### src/rtl/pokey_reg_file.sv
//------------------------------------------------------------------------------
// pokey_reg_file : CPU-facing POKEY register bank (write latches, command
//                  strobes, IRQST latch, registered read mux).
// Optional serial path enabled by defining POKEY_SERIAL_EN.
// Revision: 1.0
//------------------------------------------------------------------------------
`default_nettype none

module pokey_reg_file (
  input  logic        CLK,
  input  logic        RESET_N,
  input  logic [3:0]  ADDR,
  input  logic [7:0]  DATA_IN,
  input  logic        WR_EN,
  input  logic        RD_EN,
  output logic [7:0]  DATA_OUT,
  output logic [31:0] AUDF,
  output logic [31:0] AUDC,
  output logic [7:0]  AUDCTL,
  output logic [7:0]  SKCTL,
  output logic [7:0]  IRQEN,
  output logic [7:0]  SEROUT_DATA,
  output logic        STIMER_STB,
  output logic        SKREST_STB,
  output logic        POTGO_STB,
  output logic        SEROUT_STB,
  input  logic [7:0]  IRQ_EVENT,
  output logic        IRQ_N,
  input  logic [63:0] POT_IN,
  input  logic [7:0]  ALLPOT_IN,
  input  logic [7:0]  KBCODE_IN,
  input  logic [7:0]  RANDOM_IN,
  input  logic [7:0]  SERIN_IN,
  input  logic [7:0]  SKSTAT_IN
);

  logic [15:0] wr_sel;
  logic [31:0] audf_q, audf_d, audc_q, audc_d;
  logic [7:0]  audctl_q, skctl_q, irqen_q, irqen_d;
  logic [7:0]  irqst_q, irqst_d;
  logic        irq_n_q;
  logic [7:0]  dout_q, rd_mux;
  logic        stimer_q, potgo_q;
  logic [7:0]  serin_rd, skstat_rd;

  assign wr_sel = WR_EN ? (16'd1 << ADDR) : 16'd0;

  always_comb begin
    audf_d = audf_q;
    audc_d = audc_q;
    for (int k = 0; k < 4; k++) begin
      if (wr_sel[2*k])   audf_d[8*k +: 8] = DATA_IN;
      if (wr_sel[2*k+1]) audc_d[8*k +: 8] = DATA_IN;
    end
  end

  // Events qualify on the old enable; the new enable forces disabled bits high.
  assign irqen_d = wr_sel[14] ? DATA_IN : irqen_q;
  assign irqst_d = (irqst_q & ~(IRQ_EVENT & irqen_q)) | ~irqen_d;

`ifdef POKEY_SERIAL_EN
  logic [7:0] serout_q;
  logic       skrest_q, serout_stb_q;

  always_ff @(posedge CLK or negedge RESET_N) begin
    if (!RESET_N) begin
      serout_q     <= 8'h00;
      skrest_q     <= 1'b0;
      serout_stb_q <= 1'b0;
    end else begin
      if (wr_sel[13]) serout_q <= DATA_IN;
      skrest_q     <= wr_sel[10];
      serout_stb_q <= wr_sel[13];
    end
  end

  assign SEROUT_DATA = serout_q;
  assign SKREST_STB  = skrest_q;
  assign SEROUT_STB  = serout_stb_q;
  assign serin_rd    = SERIN_IN;
  assign skstat_rd   = SKSTAT_IN;
`else
  logic unused_serial;
  assign unused_serial = ^{SERIN_IN, SKSTAT_IN};
  assign SEROUT_DATA   = 8'h00;
  assign SKREST_STB    = 1'b0;
  assign SEROUT_STB    = 1'b0;
  assign serin_rd      = 8'hFF;
  assign skstat_rd     = 8'hFF;
`endif

  always_comb begin
    rd_mux = 8'hFF;
    case (ADDR)
      4'h0, 4'h1, 4'h2, 4'h3,
      4'h4, 4'h5, 4'h6, 4'h7: rd_mux = POT_IN[{ADDR[2:0], 3'b000} +: 8];
      4'h8:    rd_mux = ALLPOT_IN;
      4'h9:    rd_mux = KBCODE_IN;
      4'hA:    rd_mux = RANDOM_IN;
      4'hD:    rd_mux = serin_rd;
      4'hE:    rd_mux = irqst_q;
      4'hF:    rd_mux = skstat_rd;
      default: rd_mux = 8'hFF;
    endcase
  end

  always_ff @(posedge CLK or negedge RESET_N) begin
    if (!RESET_N) begin
      audf_q   <= 32'h0;
      audc_q   <= 32'h0;
      audctl_q <= 8'h00;
      skctl_q  <= 8'h00;
      irqen_q  <= 8'h00;
      irqst_q  <= 8'hFF;
      irq_n_q  <= 1'b1;
      dout_q   <= 8'hFF;
      stimer_q <= 1'b0;
      potgo_q  <= 1'b0;
    end else begin
      audf_q   <= audf_d;
      audc_q   <= audc_d;
      if (wr_sel[8])  audctl_q <= DATA_IN;
      if (wr_sel[15]) skctl_q  <= DATA_IN;
      irqen_q  <= irqen_d;
      irqst_q  <= irqst_d;
      irq_n_q  <= &irqst_d;
      if (RD_EN) dout_q <= rd_mux;
      stimer_q <= wr_sel[9];
      potgo_q  <= wr_sel[11];
    end
  end

  assign DATA_OUT   = dout_q;
  assign AUDF       = audf_q;
  assign AUDC       = audc_q;
  assign AUDCTL     = audctl_q;
  assign SKCTL      = skctl_q;
  assign IRQEN      = irqen_q;
  assign IRQ_N      = irq_n_q;
  assign STIMER_STB = stimer_q;
  assign POTGO_STB  = potgo_q;

endmodule

`default_nettype wire

### config.mk
export PLATFORM = sky130hd
export DESIGN_NAME = pokey_reg_file
export DESIGN_NICKNAME = d
export VERILOG_FILES = /design/src/rtl/pokey_reg_file.sv
export SDC_FILE = /design/constraint.sdc
export NUM_CORES = 1
export LEC_CHECK = 0
export ABC_CLOCK_PERIOD_IN_PS = 2900
export CELL_PAD_IN_SITES_DETAIL_PLACEMENT = 0
export CELL_PAD_IN_SITES_GLOBAL_PLACEMENT = 1
export CORE_AREA = 2 2 89 176
export DETAILED_ROUTE_END_ITERATION = 6
export DIE_AREA = 0 0 91 178
export PLACE_DENSITY_LB_ADDON = 0.1
export SLEW_MARGIN = 20
export SYNTH_ARGS = -nofsm -noshare
export SYNTH_HDL_FRONTEND = slang
export SYNTH_SLANG_ARGS = --single-unit
### constraint.sdc
create_clock -name CLK -period 2.9 [get_ports CLK]
set_clock_uncertainty 0.1 [all_clocks]
set_input_delay 0.29 -clock CLK [delete_from_list [all_inputs] [get_ports CLK]]
set_output_delay 0.29 -clock CLK [all_outputs]
set_load 0.1 [all_outputs]
Yosys cells after proc, flatten, opt, wreduce, memory -nomap -nowiden
Cells that the tools add are included.
Widths: inputs -> output; s select.
{"block": "word_totals", "ff_bits": 107, "inputBits": 128, "elab_cells": 40}
{"block": "classes", "n_eq_ne": 11, "shifts": 2, "muxes": 3, "bitwise": 5, "n_reduce_logical": 3}
{"op": "$shiftx 64x7->8", "n": 1}
{"op": "$pmux 8 s5", "n": 1}
{"op": "$and 8x8->8", "n": 2}
{"op": "$eq 4x3->1 const B", "n": 4}
{"op": "$eq 4x4->1 const B", "n": 4}
{"op": "$mux 16", "n": 1}
{"op": "$not 8->8", "n": 2}
{"op": "$shl 1x4->16 const A", "n": 1}
{"op": "$eq 4x2->1 const B", "n": 2}
{"op": "$mux 8", "n": 1}
{"op": "$or 8x8->8", "n": 1}
{"op": "$reduce_and 8->1", "n": 1}
{"op": "$reduce_or 8->1", "n": 1}
{"op": "$eq 4x1->1 const B", "n": 1}
{"op": "$logic_not 4->1", "n": 1}

Depth between registers and ports, before layout
Gate-level depths: netlist of the first run.
{"block": "depth", "word_depth": 6, "depth_mapped": 6, "mapped_depth_nobuf": 4}

Worst setup path after synthesis of the first run
No wires, ideal clock.
{"block": "synth_path", "kind": "flip-flop to flip-flop", "startpoint": "reg irqen_q[7], in the netlist IRQEN[7]", "endpoint": "reg irq_n_q, in the netlist IRQ_N", "setup_time_ps": 75, "t_arrival_ps": 1482, "path_slack_ps": 1243, "stages_incl_launch_ff": 5, "period_less_slack_ps": 1657, "cell_sequence": "dfrtp_1 > a21bo_2 > a22oi_1 > nand4_1 > mux2i_1"}
{"block": "synth_between", "elab_chain_len": 5, "word_cells_on_any_way": 7}
{"item": "start: declaration", "line_no": "39", "source": "logic [7:0] audctl_q, skctl_q, irqen_q, irqen_d;"}
{"item": "start signal: assignment", "line_no": "124", "source": "irqen_q <= irqen_d;"}
{"item": "$and 8x8->8", "line_no": "59", "source": "assign irqst_d = (irqst_q & ~(IRQ_EVENT & irqen_q)) | ~irqen_d;"}
{"item": "$not 8->8", "line_no": "59"}
{"item": "$and 8x8->8", "line_no": "59"}
{"item": "$or 8x8->8 (*)", "line_no": "59"}
{"item": "$reduce_and 8->1 (*)", "line_no": "126", "source": "irq_n_q <= &irqst_d;"}
{"item": "end signal: assignment", "line_no": "126"}
{"item": "end: declaration", "line_no": "41", "source": "logic irq_n_q;"}
Every way passes the cells marked *; elsewhere a longest branch is shown, timed or not.
A chain may end at the register's enable or synchronous reset.

Worst setup path after layout of the first run
{"block": "layout_path", "startpoint": "in ADDR[2]", "endpoint": "reg audf_q[25], in the netlist AUDF[25]"}
{"block": "layout_between", "elab_chain_len": 2}
{"item": "start: declaration", "line_no": "12", "source": "input logic [3:0] ADDR,"}
{"item": "$shl 1x4->16", "line_no": "46", "source": "assign wr_sel = WR_EN ? (16'd1 << ADDR) : 16'd0;"}
{"item": "$mux 16", "line_no": "46"}
{"item": "end signal: assignment", "line_no": "120", "source": "audf_q <= audf_d;"}
{"item": "end: declaration", "line_no": "38", "source": "logic [31:0] audf_q, audf_d, audc_q, audc_d;"}
No other way between the ends.

==> flow_summary.ini, run 1 <==
[status]
outcome = complete, no violations

[min_path]
min_delay_path_depth = 2
hp-start = DATA_OUT[5]$_DFFE_PN1P_
hold_class = reg -> reg
hold_end = DATA_OUT[5]$_DFFE_PN1P_

[floorplan]
die-height_um = 178
dieArea_sq_um = 16200
initial_core_util_pct = 34.5
coreArea_sq_um = 14800
rows = 63
io_pins = 237
die_x_um = 91

[clock_network]
path_clk_slew_ns = 0.07
cts-root-buf = clkbuf_16
cts_tree = done
cts-buffers-inserted = 9
worstSkewPairLatency_ns = 0.33
cts_buffer_depth = 2
cts_sinks = 107
cts_resized = 0
htreeDepth = 3

[worst_setup_path]
path_depth = 4
cp_data_arrival_time_ns = 2.21
critPathTopFamily = buffers and inverters
path_cells = clkdlybuf4s50_1 > nand3_1 > nor2_2 > mux2_2
worstSetupEndpointType = flop
cpPeakStageDelay_ns = 0.77
rr_startpoint = irqst_q[2]$_DFF_PN1_
cp-start-kind = primary input
reg2reg_to = IRQ_N$_DFF_PN1_
worst_r2r_path_depth = 4
critPathRequiredTime_ns = 3.03
critPathKind = in -> reg
path_max_fanout = 10
rrSetupSlack_ns = 1.43
path_buf_inv = 1
slowest_stage = clkdlybuf4s50_1

[yosys]
synth_edf_count = 0
ys_seq_elements = 107
synthFlopType = dfrtp_1
seq_area_frac_synth_pct = 52.8
async_flop_share_pct = 100
syn_avg_cell_area_sq_um = 13.9
netlist_instances = 369
yosysWarnings = 0
synth_cell_types = 35
mappedNetlistArea_sq_um = 5110

[global_routing]
antenna_found_initial = 0
track_usage_pct = 20.2
grt_pass1_vias = 4268
grt_max_degree = 59
grt.overflow.total = 0
grt_pass1_wl_um = 24600

[layout]
layout_common_cells = buf_4, clkdlybuf4s50_1, dfrtp_1, mux2_2
area_delta_synth_final_pct = 45.8
final_area_sq_um = 7460
mostFrequentLayoutCell = buf_4
antenna_cells = 0
post-route-util_pct = 50.3
drive_gt1_share_pct = 44.3
nets = 711

[pwr]
comb_power_share_pct = 53.1
clkPwrFrac_pct = 17.2
vdd_drop_max_uv = 691
internal_power_uw = 3310
seqPwrFrac_pct = 29.8
net-switching-power_uw = 3580
power.density_nw_per_um2 = 923
p_leak_uw = 0.00330
netSwitchingFraction_pct = 51.9
report.power.total_uw = 6880

[timing]
finalSetupTns_ns = 0
maxSlewHeadroom_pct = 46.7
rsz0062_at_grt = false
tightest_slew_ns = 0.800
min_period_ns = 2.08
timing.fmax_mhz = 481
hold_viol_final = 0
slew_viol_final = 0
fin_crit_sh_pct = 71.7
setup_viol = 0

[route]
first_pass_iters = 4
vias = 3902
drt-total-wl_um = 16400
viasPerCell = 4.99
wl_per_cell_um = 21.0
ant_nets = 0
drc_errors = 0
drt_iter0_drc = 108

[flow_run]
cap_violations = 0

[place]
placed_area_sq_um = 7160
dpl.hpwl_um = 12800
io_buffer_count = 210
gp_congestion = 0.794
==> worst register-to-register path, cell delays in order, from the launching register on <==
cell and delay [ns]:
dfstp_2 0.56, a21bo_2 0.24, a22oi_1 0.20, nand4_1 0.12, mux2i_1 0.18
==> per-stage QoR <==
| step | worst slack (ns) | hold slack [ns] | instances |
|---|---|---|---|
| after global placement | 0.433 | 0.316 | 766 |
| after floorplan | 1.24 | -0.106 | 378 |
| after detailed placement | 0.440 | 0.318 | 766 |
| final | 0.821 | 0.393 | 782 |
| after CTS | 0.792 | 0.398 | 782 |
| after global routing | 0.703 | 0.411 | 782 |
==> flip-flops by register name (all words and copies together) (netlist names) <==
name and count:
DATA_OUT 8, irqst_q 8, STIMER_STB 1, IRQEN 8, AUDCTL 8, AUDF 32, IRQ_N 1, POTGO_STB 1
AUDC 32, SKCTL 8
==> synth_stat cells, drive strengths merged (8+ instances only) <==
master,instances,share of area [%]
dfrtp,90,44
a22oi,8,1.2
a21oi,10,0.98
nand2,16,1.2
dfstp,17,8.7
clkbuf,11,0.88
a21bo,8,1.6
nor2,22,1.9
nand2b,11,1.3
buf,19,2.8
mux2i,16,3.1
mux4,16,7.6
mux2,88,19
==> metal layers <==
metal | vias up | track usage, % | part of all wire (%)
met5 | - | 0 | 0
met3 | 18 | 4.31 | 5.3
met4 | 0 | 7.77 | 2.7
met2 | 141 | 39.9 | 58
li1 | 1772 | - | -
met1 | 1971 | 20.2 | 34
==> area by class of cell <==
class,instances,area (sq um)
well taps,195,244
clock inverters,6,61.3
clock buffers,9,225
fillers,1438,7360
inverters,1,3.75
repair buffers,224,1970
flip-flops and latches,107,2700
multi-input cells,240,2260
==> logic make-up (layout without fill, tap and decap cells) <==
family / count (synthesis) / after routing / share of synthesized area (%)
AO/OA/AOI/OAI: 45 / 45 / 6.60
AND/OR/NAND/NOR: 65 / 65 / 6.78
other: 1 / 10 / 0.0733
multiplexers: 120 / 120 / 30.1
flip-flops: 107 / 107 / 52.8
buffers and inverters: 31 / 240 / 3.72
==> worst max path at each step <==
stage	startpoint	to	slack, ns
2_1_floorplan	IRQEN[7]$_DFF_PN0_	IRQ_N$_DFF_PN1_	1.24
5_1_grt	ADDR[2]	AUDF[26]$_DFFE_PN0P_	0.70
6_report	ADDR[2]	AUDF[25]$_DFFE_PN0P_	0.82
4_1_cts	ADDR[2]	AUDF[25]$_DFFE_PN0P_	0.79
3_5_place_dp	ADDR[2]	AUDF[25]$_DFFE_PN0P_	0.44
3_3_place_gp	ADDR[2]	AUDF[25]$_DFFE_PN0P_	0.43
==> power by group through the flow <==
| stage | clock network (uW) | registers (uW) | logic, uW |
|---|---|---|---|
| after global placement | 0 | 2070 | 3670 |
| final | 1180 | 2050 | 3650 |
| after CTS | 1220 | 2060 | 3680 |
| after detailed placement | 0 | 2090 | 3680 |
| after floorplan | 0 | 4300 | 552 |
| after global routing | 1280 | 2100 | 3760 |
==> timing repair <==
action / 4_1_cts / 5_1_grt
endpoints found under the hold margin: 40 / 0
hold buffers: 1 / 0
setup buffers: 0 / 0
setup endpoints to repair: 0 / 0
(Power assumes the default switching activity.)
==> run 2, diff against run 1 <==
Settings changed: ABC_CLOCK_PERIOD_IN_PS 2900 to 2100, CORE_AREA 2 2 89 176 to 2 2 93 184, DIE_AREA 0 0 91 178 to 0 0 95 186.
Clock period 2.9 ns to 2.1 ns, I/O delays scaled along.
==> run 2 against run 1 <==
Sequential power up 38%. Total power increased by 42%. Wire length grew 4.4%. Critical path depth grew 1. Sequential share of layout area fell by 1.2 points. Core utilization down 2.9 points. Global-route usage is 0.83 points lower. Via count rose by 0.74%. Non-clock buffer count increased by 19.
==> flow_summary.ini, run 2 (synthesis gave the netlist of run 1 again) <==
[layout]
drive_gt1_share_pct = 46.1
nets = 730
fillers = 1544
layout_common_cells = buf_4, clkdlybuf4s50_1, dfrtp_1, mux2_2
area_delta_synth_final_pct = 50.9
final_area_sq_um = 7720
mostFrequentLayoutCell = buf_4
antenna_cells = 0

[clock_network]
cts_setup_buffers = 0
cts-root-buf = clkbuf_16
cts_buffer_depth = 2
cts-buffers-inserted = 9
worstSkewPairLatency_ns = 0.35
htreeDepth = 3
cts_resized = 0
path_clk_slew_ns = 0.07
cts_sinks = 107
cts_tree = done

[pwr]
netSwitchingFraction_pct = 50.1
clkPwrFrac_pct = 18.8
vdd_drop_max_uv = 1040
power.density_nw_per_um2 = 1260
net-switching-power_uw = 4890
seqPwrFrac_pct = 28.9
internal_power_uw = 4870
p_leak_uw = 0.00343
comb_power_share_pct = 52.2

[place]
io_buffer_count = 210
gp_congestion = 0.793
placed_area_sq_um = 7380
dpl.hpwl_um = 13500

[route]
viasPerCell = 4.85
drt_iter0_drc = 88
first_pass_iters = 4
wl_per_cell_um = 21.1
vias = 3931
ant_nets = 0
drc_errors = 0
drt-total-wl_um = 17100

[min_path]
hold_class = in -> async

[timing]
worst_hold_slack_ns = 0.241
min_period_ns = 1.72
rsz0062_at_grt = false
fin_crit_sh_pct = 81.7
hold_viol_final = 0
slew_viol_final = 0
finalSetupTns_ns = 0
setup_viol = 0
timing.fmax_mhz = 583

[floorplan]
die-height_um = 186
initial_core_util_pct = 31.4
dieArea_sq_um = 17700
coreArea_sq_um = 16300
rows = 66
die_x_um = 95
io_pins = 237

[worst_setup_path]
cp-start-kind = primary input
path_cells = clkdlybuf4s50_1 > buf_4 > nor3b_2 > nand2b_1 > mux2_2
critPathRequiredTime_ns = 2.23
worst_r2r_path_depth = 4
path_max_fanout = 8
slowest_stage = clkdlybuf4s50_1
reg2reg_to = IRQ_N$_DFF_PN1_
rr_startpoint = irqst_q[2]$_DFF_PN1_
cpPeakStageDelay_ns = 0.48
critPathKind = in -> reg
cp_data_arrival_time_ns = 1.85
rrSetupSlack_ns = 0.63
worstSetupEndpointType = flop

[flow_run]
cap_violations = 0

[global_routing]
antenna_found_initial = 0
grt_pass1_vias = 4252
grt_pass1_wl_um = 24600
track_usage_pct = 19.4
grt_max_degree = 59
grt.overflow.total = 0

[status]
outcome = complete, no violations
==> run 2: cell count changes in the layout (fill, tap and decap cells not counted), moves of 2 or more <==
cell	previous run	this run
buf_4	112	126
inv_6	2	0
bufinv_16	0	2
clkbuf_8	0	2
clkinv_2	0	3
buf_12	1	6
==> run 2: layout make-up <==
type	instances	area (sq um)	area share [%]
inverters	1	3.75	0.0486
multi-input cells	240	2260	29.3
clock buffers	11	253	3.27
clock inverters	5	75.1	0.973
flip-flops and latches	107	2700	35.0
repair buffers	243	2170	28.1
well taps	204	255	3.31
==> run 2: how the worst max path moves through the flow <==
stage	to	slack, ns	cells after the start	from
3_3_place_gp	DATA_OUT[3]$_DFFE_PN1P_	0.04	7	ADDR[2]
5_1_grt	AUDC[4]$_DFFE_PN0P_	0.28	5	ADDR[2]
6_report	AUDC[4]$_DFFE_PN0P_	0.38	5	ADDR[2]
4_1_cts	AUDC[4]$_DFFE_PN0P_	0.38	5	ADDR[2]
3_5_place_dp	AUDC[4]$_DFFE_PN0P_	0.02	5	ADDR[2]
2_1_floorplan	IRQ_N$_DFF_PN1_	0.44	4	IRQEN[7]$_DFF_PN0_
==> run 2: stage by stage <==
| stage | std cells | total power, uW | utilization [%] | worst slack [ns] |
|---|---|---|---|---|
| final | 811 | 9760 | 47.4 | 0.384 |
| after global placement | 794 | 7960 | 45.4 | 0.0382 |
| after floorplan | 378 | 6700 | - | 0.443 |
| after detailed placement | 794 | 8000 | 45.4 | 0.0154 |
| after CTS | 811 | 9870 | 47.4 | 0.379 |
| after global routing | 811 | 10100 | 47.4 | 0.282 |
==> run 2: critical path, delay by kind of cell <==
kind,cells,cell delay (ns)
buffers and inverters,2,0.68
AND/OR/NAND/NOR,2,0.59
multiplexers,1,0.36
==> run 2: layer usage <==
layer	up-vias	GRT usage (%)	routed length (um)	part of all wire [%]
met5	-	0	0	0
met4	0	8.23	467	2.7
met3	20	3.52	1020	5.9
met2	147	39.3	10000	59
met1	1952	18.0	5610	33
li1	1812	-	-	-
==> run 2: power groups by stage <==
stage / clock network (uW) / logic [uW] / registers, uW
final: 1840 / 5100 / 2820
after global routing: 1960 / 5240 / 2890
after CTS: 1900 / 5140 / 2830
after detailed placement: 0 / 5140 / 2870
after global placement: 0 / 5110 / 2850
after floorplan: 0 / 763 / 5940
==> run 2: timing repair <==
action | 4_1_cts | 5_1_grt
endpoints found under the setup margin | 0 | 0
hold buffers | 1 | 0
endpoints found under the hold margin | 21 | 0
==> run 3, diff against run 2 <==
Settings changed: ABC_CLOCK_PERIOD_IN_PS 2100 to 1600.
Clock period 2.1 ns to 1.6 ns, I/O delays scaled along.
==> run 3 against run 2 <==
Critical path depth rose by 1. Clock-buffer cell count fell by 1. Sequential share of layout area fell by 5.4 points. Worst hold slack got worse by 0.12 ns. Worst setup slack got worse by 0.26 ns. Cell count up 1.6%. Core utilization is 8.7 points higher. Non-clock buffer count rose by 13. Via count grew 1.9%. Largest cell class is now buffers. Sequential power up 44%. Total power grew 47%. Final area grew 18%.
==> flow_summary.ini, run 3 (synthesis gave the netlist of run 1 again) <==
[global_routing]
grt.overflow.total = 0
grt_max_degree = 55
grt_pass1_vias = 4490
track_usage_pct = 20.2
antenna_found_initial = 0
grt_pass1_wl_um = 26100

[clock_network]
cts_buffer_depth = 2
cts_sinks = 107
cts-buffers-inserted = 9
cts_tree = done
worstSkewPairLatency_ns = 0.34
htreeDepth = 3
path_clk_slew_ns = 0.08
cts-root-buf = clkbuf_16

[floorplan]
dieArea_sq_um = 17700
initial_core_util_pct = 31.4
rows = 66
die_x_um = 95
die-height_um = 186
io_pins = 237
coreArea_sq_um = 16300

[worst_setup_path]
critPathRequiredTime_ns = 1.79
cp_data_arrival_time_ns = 1.66
critPathKind = in -> reg
cp-start-kind = primary input
path_max_fanout = 13
worstSetupEndpointType = flop

[route]
first_pass_iters = 4
drc_errors = 0
viasPerCell = 4.86
ant_nets = 0
drt-total-wl_um = 17500
vias = 4007
wl_per_cell_um = 21.2
drt_iter0_drc = 89

[timing]
min_period_ns = 1.48
hold_viol_final = 0
setup_viol = 0
timing.fmax_mhz = 678
rsz0062_at_grt = false
fin_crit_sh_pct = 92.2
setup_slack_ns = 0.125
worst_hold_slack_ns = 0.117
slew_viol_final = 0

[layout]
antenna_cells = 0
nets = 743
layout_common_cells = buf_12, clkdlybuf4s50_1, mux2_2, dfrtp_1, buf_4
drive_gt1_share_pct = 48.9
mostFrequentLayoutCell = buf_12
area_delta_synth_final_pct = 78.7

[place]
dpl.hpwl_um = 14000
gp_congestion = 0.757
pre_cts_slack_ns = -0.419
io_buffer_count = 210

[status]
outcome = complete, no violations

[min_path]
hold_class = in -> async

[flow_run]
cap_violations = 0

[pwr]
power.density_nw_per_um2 = 1570
p_leak_uw = 0.00393
vdd_drop_max_uv = 1020
report.power.total_uw = 14400
[run 3: per-stage QoR]
| step | instance area (sq um) | TNS [ns] | utilization, % | cells |
|---|---|---|---|---|
| final | 9140 | 0 | 56.2 | 824 |
| after global routing | 9140 | 0 | 56.2 | 824 |
| after CTS | 9120 | 0 | 56.1 | 824 |
| after detailed placement | 8810 | -32.16 | 54.2 | 807 |
| after global placement | 8810 | -30.88 | 54.2 | 807 |
| after floorplan | 5160 | 0 | - | 378 |
[run 3: layout make-up]
cell class                      instances  area, sq um
Fill cell                            1360         7130
Timing Repair Buffer                  256         3600
Sequential cell                       107         2710
Multi-Input combinational cell        240         2280
Tap cell                              204          255
Clock buffer                           10          229
Clock inverter                          6         60.1
Inverter                                1         3.75
[run 3: what timing repair did]
item / 4_1_cts / 5_1_grt
hold endpoints to repair: 90 / 0
setup endpoints to repair: 5 / 80
gates resized for setup: 5 / 5
hold buffers: 1 / 0
buffers inserted: 0 / 0
pin swaps: 0 / 2
[run 3: per-layer routing]
metal,global-route usage (%),part of all wire (%),wire length [um],vias up
met3,4.62,6.1,1070,16
met5,0,0,0,-
met2,40.7,61,10600,135
met4,5.62,1.5,263,0
met1,19.7,32,5530,2023
li1,-,-,-,1833
[run 3: where the power goes]
| part | internal (uW) | switching (uW) |
|---|---|---|
| sequential | 3360 | 705 |
| combinational | 3050 | 5100 |
| clock | 1090 | 1070 |
| total | 7500 | 6880 |
[run 3: critical path: stages]
cell and delay (ns):
clkdlybuf4s50_1 0.56, nand3_1 0.17, nor2_2 0.19, buf_12 0.15, mux2_2 0.35, nand2_1 0.08
[run 3: worst paths after layout]
kind	start	to	slack, ns	cells after the start
setup / recovery	WR_EN	irqst_q[5]$_DFF_PN1_	0.12	6
hold / removal	RESET_N	AUDC[7]$_DFFE_PN0P_	0.12	2
setup reg to reg	irqst_q[7]$_DFF_PN1_	IRQ_N$_DFF_PN1_	0.15	4
hold reg to reg	DATA_OUT[0]$_DFFE_PN1P_	DATA_OUT[0]$_DFFE_PN1P_	0.41	2
max in group asynchronous	RESET_N	irqst_q[3]$_DFF_PN1_	0.65	3
min in group CLK	ADDR[3]	DATA_OUT[5]$_DFFE_PN1P_	0.27	4
